**src/rtl/wimax_deinterleaver_pkg.sv**
```systemverilog
// Shared constants, bank state encoding and golden vectors for the WiMAX QPSK block deinterleaver.
// INTERLEAVER_OUTPUT is derived from FEC_ENDODER_OUTPUT so the two vectors always stay consistent.
package wimax_deinterleaver_pkg;

   localparam int NCBPS_QPSK       = 192;
   localparam int INTERLEAVER_D    = 16;
   localparam int INTERLEAVER_ROWS = NCBPS_QPSK / INTERLEAVER_D;

   typedef enum logic [1:0] {
      BANK_EMPTY   = 2'd0,
      BANK_FILLING = 2'd1,
      BANK_FULL    = 2'd2
   } bank_state_t;

   // Bit [NCBPS-1] of each vector is the first bit in time.
   localparam logic [NCBPS_QPSK-1:0] FEC_ENDODER_OUTPUT =
      192'h3A5F_0C96_E1B7_24D8_9F06_5BC3_7E12_A4F9_D05C_8B63_17EA_42BD;

   // Over-the-air order: received bit j carries encoder bit k = D*(j mod ROWS) + j/ROWS.
   function automatic logic [NCBPS_QPSK-1:0] interleave_block(input logic [NCBPS_QPSK-1:0] src);
      logic [NCBPS_QPSK-1:0] dst;
      dst = '0;
      for (int j = 0; j < NCBPS_QPSK; j++) begin
         int k;
         k = INTERLEAVER_D * (j % INTERLEAVER_ROWS) + j / INTERLEAVER_ROWS;
         dst[NCBPS_QPSK-1-j] = src[NCBPS_QPSK-1-k];
      end
      return dst;
   endfunction

   localparam logic [NCBPS_QPSK-1:0] INTERLEAVER_OUTPUT = interleave_block(FEC_ENDODER_OUTPUT);

endpackage

```
**src/rtl/deinterleaver_bank.sv**
```systemverilog
// One NCBPS-bit block buffer: single-bit write port, single-bit read port, synchronous clear.
// A write in the same cycle as a clear wins, so the bank can be refilled right after draining.
module deinterleaver_bank
   import wimax_deinterleaver_pkg::*;
#(
   parameter  int NCBPS = NCBPS_QPSK,
   localparam int AW    = $clog2(NCBPS)
) (
   input  logic          clk,
   input  logic          reset_N,
   input  logic          clear_i,
   input  logic          we_i,
   input  logic [AW-1:0] wr_addr_i,
   input  logic          wr_data_i,
   input  logic [AW-1:0] rd_addr_i,
   output logic          rd_data_o
);

   logic [NCBPS-1:0] mem_q;

   // NOTE: the storage is real flops with a reset, not a RAM macro, so it can be cleared on reset_N.
   always_ff @(posedge clk or negedge reset_N) begin
      if (!reset_N) begin
         mem_q <= '0;
      end else if (we_i) begin
         mem_q[wr_addr_i] <= wr_data_i;
      end else if (clear_i) begin
         mem_q <= '0;
      end
   end

   assign rd_data_o = mem_q[rd_addr_i];

endmodule

```
**src/rtl/wimax_deinterleaver.sv**
```systemverilog
// WiMAX QPSK block deinterleaver: ping-pong banks, row-major writes at D*r+c, sequential reads.
// Writing received bit j to address D*(j mod ROWS)+j/ROWS lets the read side simply count 0..NCBPS-1.
module wimax_deinterleaver
   import wimax_deinterleaver_pkg::*;
#(
   parameter int NCBPS = NCBPS_QPSK,
   parameter int D     = INTERLEAVER_D
) (
   input  logic clk,
   input  logic reset_N,
   input  logic data_in,
   input  logic valid_in,
   output logic ready_out,
   output logic data_out,
   output logic valid_out,
   input  logic ready_in
);

   localparam int ROWS = NCBPS / D;
   localparam int AW   = $clog2(NCBPS);
   localparam int RW   = $clog2(ROWS);
   localparam int DW   = $clog2(D);

   logic [RW-1:0] r_q, r_d;
   logic [DW-1:0] c_q, c_d;
   logic [AW-1:0] rd_idx_q, rd_idx_d;
   logic          wr_bank_q, wr_bank_d;
   logic          rd_bank_q, rd_bank_d;
   bank_state_t   state_q [2];
   bank_state_t   state_d [2];

   logic          accept, consume, wr_last, rd_last;
   logic [AW-1:0] wr_addr;
   logic          rd_bit [2];

   // D is a power of two, so D*r + c is just {r, c}.
   assign wr_addr = AW'({r_q, c_q});

   always_comb begin
      ready_out = (state_q[wr_bank_q] != BANK_FULL);
      valid_out = (state_q[rd_bank_q] == BANK_FULL);
      accept    = valid_in && ready_out;
      consume   = valid_out && ready_in;
      wr_last   = accept && (r_q == RW'(ROWS-1)) && (c_q == DW'(D-1));
      rd_last   = consume && (rd_idx_q == AW'(NCBPS-1));
      data_out  = rd_bit[rd_bank_q];
   end

   // NOTE: every variable driven here gets its hold value first, so no path can infer a latch.
   always_comb begin
      r_d       = r_q;
      c_d       = c_q;
      wr_bank_d = wr_bank_q;
      rd_idx_d  = rd_idx_q;
      rd_bank_d = rd_bank_q;
      state_d   = state_q;

      if (accept) begin
         state_d[wr_bank_q] = wr_last ? BANK_FULL : BANK_FILLING;
         if (r_q == RW'(ROWS-1)) begin
            r_d = '0;
            c_d = (c_q == DW'(D-1)) ? '0 : c_q + 1'b1;
         end else begin
            r_d = r_q + 1'b1;
         end
         if (wr_last) begin
            wr_bank_d = ~wr_bank_q;
         end
      end

      // A write only targets a non-FULL bank and a read only drains a FULL one,
      // so both updates can land on the same edge without colliding.
      if (consume) begin
         rd_idx_d = rd_last ? '0 : rd_idx_q + 1'b1;
         if (rd_last) begin
            state_d[rd_bank_q] = BANK_EMPTY;
            rd_bank_d          = ~rd_bank_q;
         end
      end
   end

   // NOTE: state registers use non-blocking assignments so every flop samples pre-edge values.
   always_ff @(posedge clk or negedge reset_N) begin
      if (!reset_N) begin
         r_q       <= '0;
         c_q       <= '0;
         rd_idx_q  <= '0;
         wr_bank_q <= 1'b0;
         rd_bank_q <= 1'b0;
         state_q   <= '{default: BANK_EMPTY};
      end else begin
         r_q       <= r_d;
         c_q       <= c_d;
         rd_idx_q  <= rd_idx_d;
         wr_bank_q <= wr_bank_d;
         rd_bank_q <= rd_bank_d;
         state_q   <= state_d;
      end
   end

   for (genvar b = 0; b < 2; b++) begin : g_bank
      deinterleaver_bank #(
         .NCBPS (NCBPS)
      ) u_bank (
         .clk       (clk),
         .reset_N   (reset_N),
         .clear_i   (rd_last && (rd_bank_q == 1'(b))),
         .we_i      (accept && (wr_bank_q == 1'(b))),
         .wr_addr_i (wr_addr),
         .wr_data_i (data_in),
         .rd_addr_i (rd_idx_q),
         .rd_data_o (rd_bit[b])
      );
   end

endmodule
```
**config.mk**
```make
export PLATFORM = sky130hd
export DESIGN_NAME = wimax_deinterleaver
export DESIGN_NICKNAME = d
export VERILOG_FILES = /design/src/rtl/wimax_deinterleaver_pkg.sv /design/src/rtl/deinterleaver_bank.sv /design/src/rtl/wimax_deinterleaver.sv
export SDC_FILE = /design/constraint.sdc
export NUM_CORES = 1
export LEC_CHECK = 0
export BUFFER_PORTS_ARGS = -buffer_cell sky130_fd_sc_hd__buf_4
export CORE_MARGIN = 2
export CORE_UTILIZATION = 55
export CTS_CLUSTER_DIAMETER = 80
export DETAILED_ROUTE_END_ITERATION = 16
export PLACE_DENSITY = 0.72
export REMOVE_ABC_BUFFERS = 1
export SLEW_MARGIN = 40
export SYNTH_ARGS = -nofsm -noshare
export SYNTH_HDL_FRONTEND = slang
export SYNTH_SLANG_ARGS = --single-unit
```
**constraint.sdc**
```tcl
create_clock -name clk -period 2.4 [get_ports clk]
set_clock_uncertainty 0.05 [all_clocks]
set_input_delay 0.24 -clock clk [delete_from_list [all_inputs] [get_ports clk]]
set_output_delay 0.24 -clock clk [all_outputs]
set_load 0.01 [all_outputs]
```
### Yosys cells after proc, flatten, opt, wreduce, memory -nomap -nowiden

Index checks and enable logic that the tools add are counted.

* flip-flop bits (word level): 406
* latch bits: 0
* RAM bits: 0
* ROM bits: 0
* bits of input ports: 5
* output and inout bits: 3
* word-level logic and storage cells: 80
* memories kept: 0

* add/sub/neg operators: 3
* $mul: 0
* divide/modulo/power cells: 0
* magnitude comparators: 7
* eq/ne operators: 5
* shift operators: 0
* mux-type cells: 33
* bitwise gates (word level): 6
* reduce and logical (&&, ||, !) cells: 17

Operators by type and width (number)
* $mux W192: 4
* $bwmux W192: 2
* $mux W4: 5
* $lt A8 B9 Y1 const B: 2
* $mux W2: 9
* $bmux W1 S8: 2
* $logic_and A1 B1 Y1: 12
* $add A4 B1 Y4 const B: 2
* $add A8 B1 Y8 const B: 1
* $demux W1 S8: 1
* $eq A4 B4 Y1 const B: 2
* $eq A8 B8 Y1 const B: 1
* $ge A8 B1 Y1 const B: 1
* $mux W8: 1
* $mux W1: 6
* $reduce_and A2 Y1: 3
* $and A4 B4 Y4: 1
* $bwmux W4: 1
* $demux W2 S1: 2
* $ge A2 B2 Y1 const B: 2
* $lt A2 B1 Y1 const B: 2
* $not A1 Y2: 2
* $not A4 Y4: 1
* $reduce_bool A2 Y1: 2
* other kinds (3): 4

### Logic depth before layout (Yosys ltp)

* word-level depth: 14
* depth in mapped cells: 11
* mapped depth without buffers: 7

### Hierarchy

A second synthesis with hierarchy kept.

* cells, all modules: 2334
* area, all modules: 22166.3 µm²

By module, submodules not included
* deinterleaver_bank: instances 2, cells an instance 1110, area each 10501.3 µm², seq. area each 4804.6 µm²
* wimax_deinterleaver: instances 1, cells an instance 114, area each 1163.6 µm², seq. area each 550.5 µm²

### Worst setup path after synthesis

No wires, ideal clock.

* path kind: reg-to-output
* start: reg rd_idx_q[0]
* end: out data_out
* data arrival time: 2024 ps
* data required time: 2110 ps
* setup slack: 86 ps
* stages on the path, launching flop included: 11
* path buffers: 4
* cell sequence: dfrtp_1 buf_6 buf_12 buf_12 buf_12 mux2i_1 and3_1 a211oi_1 a211oi_1 a32o_1 a221oi_2

* cells in the longest elaborated chain, start to end: 5
* elaborated cells on any way between the ends: 7
* classes of those cells: 7 x mux

RTL lines
* start: declaration: line wimax_deinterleaver.sv:26 `logic [AW-1:0] rd_idx_q, rd_idx_d;`
* start signal: assignment: line wimax_deinterleaver.sv:94 `rd_idx_q <= rd_idx_d;`
* $bmux W1 S8: line deinterleaver_bank.sv:32 `assign rd_data_o = mem_q[rd_addr_i];`
* $mux W1 (not written as such): line deinterleaver_bank.sv:32
* $mux W1 (not written as such) * (3 in series): line wimax_deinterleaver.sv:46 `data_out = rd_bit[rd_bank_q];`
* end: declaration: line wimax_deinterleaver.sv:14 `output logic data_out,`

Mark *: on every way between the ends. The rest lies on a longest branch, timed or not. The select of a mux whose other input is x is not followed.

### Final worst setup path

* start: reg rd_idx_q[2]
* end: out data_out

Same word-level chain as after synthesis.

==> flow_metrics.tcl <==
set metrics [dict create \
    synth-xor-area-share_pct 0.301 \
    required_ns 2.11 \
    rsz0062_at_grt "true" \
    crit_family "compound AO/OA/AOI/OAI gates" \
    coreArea_um2 36500 \
    path_class "reg -> out" \
    worstPathCellList "buf_4 -> nor2b_1 -> a22o_4 -> a2111oi_4 -> o31ai_4 -> nor3_2 -> a221oi_4 -> buf_4" \
    netlist_instances 1869 \
    power_leakage_nw 10.6 \
    worst-slew-pin-transition_ns 1.25 \
    antenna_found_initial 4 \
    io_buffer_count 7 \
    path_buf_inv 2 \
    synthDistinctLibCells 59 \
    period_needed_ns 3.73 \
    drtIter0Drc 3841 \
    irDropWorstVdd_mv 1.14 \
    worstSkewPairLatency_ns 0.61 \
    drt-total-wl_mm 89.4 \
    rows 70 \
    vias 20400 \
    clk_pin_slew_ns 0.07 \
    ys_seq_elements 406 \
    synthAdderAreaFrac_pct 0.553 \
    status "finished with violations" \
    clock_sinks 406 \
    synthesis.area_um2 20400 \
    cp_slowest_cell "o31ai_4" \
    synth_top_family_by_area "compound AO/OA/AOI/OAI gates" \
    synth_largest_area_cell "dfrtp_1" \
    die_area_um2 38600 \
    cts_tree "yes" \
    final_hold_viol_count 0 \
    grt-ovfl-total 0 \
    drv_cap 0 \
    ant_nets 0 \
    fin_util_pct 78.1 \
    max_stage_delay_ns 0.62 \
    grt_pass1_wl_mm 120 \
    synth_top_area_share_pct 49.9 \
    fmax_mhz 268 \
    slew_headroom_pct 16.3 \
    synth_simple_gate_area_share_pct 5.16 \
    cp_max_fo 9 \
    drive_gt1_share_pct 43.7 \
    initial_utilization_pct 55.7 \
    yosysSeqAreaShare_pct 49.9 \
    async_flop_share_pct 100 \
    post-route-period-util_pct 155 \
    finalSetupViolCount 395 \
    cts_root_buf "clkbuf_16" \
    worst_path_most_repeated_cell "buf_4" \
    cts_buffers 44 \
    end_kind "output pin" \
    drt_first_pass_iters 9 \
    dp_slack_ns -0.421 \
    gp_congestion 0.917 \
    drc 0 \
    muxShareOfSynthArea_pct 11.4 \
    wl_per_cell_um 36.5 \
    grt_max_degree 100 \
    synth.area.top_cells "dfrtp_1, o21ai_0, mux4_2, o32ai_1, o22ai_1" \
    ios 8 \
    cp-start-kind "register" \
    place_inst 2259 \
    die_h_um 196 \
    synth_edf_count 0 \
    finalNetCount 1958 \
    timing.final.ws_setup_ns -1.33 \
    vias_per_cell 8.32 \
    syn_avg_cell_area_um2 10.9 \
    drv_slew 0 \
    area_growth_pct 40.1 \
    synth_compound_area_share_pct 26.3 \
    holdCritPathClass "in -> async" \
    grt_pass1_vias 20200 \
    stdcell_count 2450 \
    synth_ff_type "dfrtp_1" \
    ys_warn_count 0 \
    clockBufferDepth 3 \
    rrSetupSlack_ns -1.00 \
    track_usage_pct 41.2 \
    die_x_um 196 \
    worstPathArrival_ns 3.44 \
    p_per_area_nw_per_um2 696 \
    htreeDepth 2 \
    dpl.hpwl_mm 35.8 \
    failed_checks "negative setup slack" \
]
power breakdown:
part	internal (mW)	leakage, nW	switching, mW
Combinational	1.20	4.20	3.46
Sequential	7.40	5.60	0.449
Clock	4.26	0.754	3.07
metal layers:
layer  part of all wire (%)  wire length [um]  track usage (%)  vias to the layer above
met5                      0                 0            0.894                        -
met4                    9.1              8140             28.5                        0
li1                       -                 -                -                     7512
met1                     32             28800             51.7                     9938
met2                     44             39300             61.5                     2130
met3                     15             13100             12.4                      805
sequential cells by signal (all words and copies together) (netlist names):
register,cells
g_bank.u_bank.mem_q,384
rd_idx_q,8
c_q,4
r_q,4
state_q,4
rd_bank_q,1
wr_bank_q,1
what timing repair did:
item | CTS | global route
hold buffers | 3 | 0
setup buffers | 64 | 32
hold endpoints to repair | 53 | 0
setup endpoints to repair | 351 | 388
pin swaps | 28 | 28
cloned | 49 | 4
resized for setup | 334 | 317
placed cells by master (no fill, tap or decap), types with 8 or more instances in the layout:
cell type  count
nand2_2       11
nand3_2        8
a22oi_1       12
nor2b_1       11
o22ai_4       54
clkbuf_16     49
nand2_1       36
o32ai_2      168
buf_16        29
nor3_1         8
o22ai_1       10
buf_4        130
dfrtp_1      404
nand2b_1      10
nand4_1       10
mux4_2        82
o21ai_0      385
buf_12        76
mux2i_1       37
o32ai_4       13
nor2_1        23
ha_1           8
o32ai_1       23
clkbuf_1       8
nand3_1       53
buf_8         16
buf_6         27
a21oi_2       10
clkbuf_8      16
o22ai_2      113
cell usage after synthesis, types with 10 or more instances:
cell type	n
o32ai_1	204
buf_2	16
mux2i_1	42
nor3_1	12
dfrtp_1	406
clkbuf_1	187
nand4_1	10
a22oi_1	13
nand3_1	61
mux4_2	82
o22ai_1	177
a21oi_1	20
nand2_1	47
nand2b_1	10
o21ai_0	388
nor2_1	27
buf_4	38
nor2b_1	12
stage by stage:
step / hold slack, ns / TNS, ns / total power, mW / instance area (um^2)
finish: 0.149 / -348.92 / 19.8 / 28500
global route: 0.146 / -356.90 / 20.2 / 28500
CTS: 0.0849 / -100.52 / 18.6 / 26900
detailed placement: 0.190 / -19.02 / 11.2 / 21600
global placement: 0.171 / -9.00 / 11.1 / 21600
floorplan: -0.106 / -2690.07 / 9.42 / 19100
layout make-up:
type	count	area [um^2]
Timing Repair Buffer	285	3970
Inverter	11	48.8
Sequential cell	406	10200
Clock inverter	11	141
Multi-Input combinational cell	1196	12200
Tap cell	468	586
Fill cell	1774	8000
Clock buffer	69	1380
Antenna cell	4	10.0
kinds of logic (layout without fill, tap and decap cells):
logic type               Yosys count  after routing
AND/OR/NAND/NOR                  209            209
flip-flops                       406            406
buffers and inverters            267            376
multiplexers                     129            129
AO/OA/AOI/OAI                    842            842
adder cells (fa/ha/maj)            9              9
other                              0              4
XOR/XNOR                           7              7
worst paths after layout:
kind                             startpoint                     endpoint  cells after the start
worst min register to register   state_q[0]                   state_q[0]                      1
min in group clk                   ready_in                  rd_idx_q[2]                      4
max in group asynchronous           reset_N                  rd_idx_q[0]                      3
worst max register to register  rd_idx_q[0]  g_bank[1].u_bank.mem_q[120]                     21
worst min-delay path                reset_N  g_bank[0].u_bank.mem_q[181]                      2
worst max-delay path            rd_idx_q[2]                     data_out                      8
No activity file was read; power rests on OpenSTA's default activity.
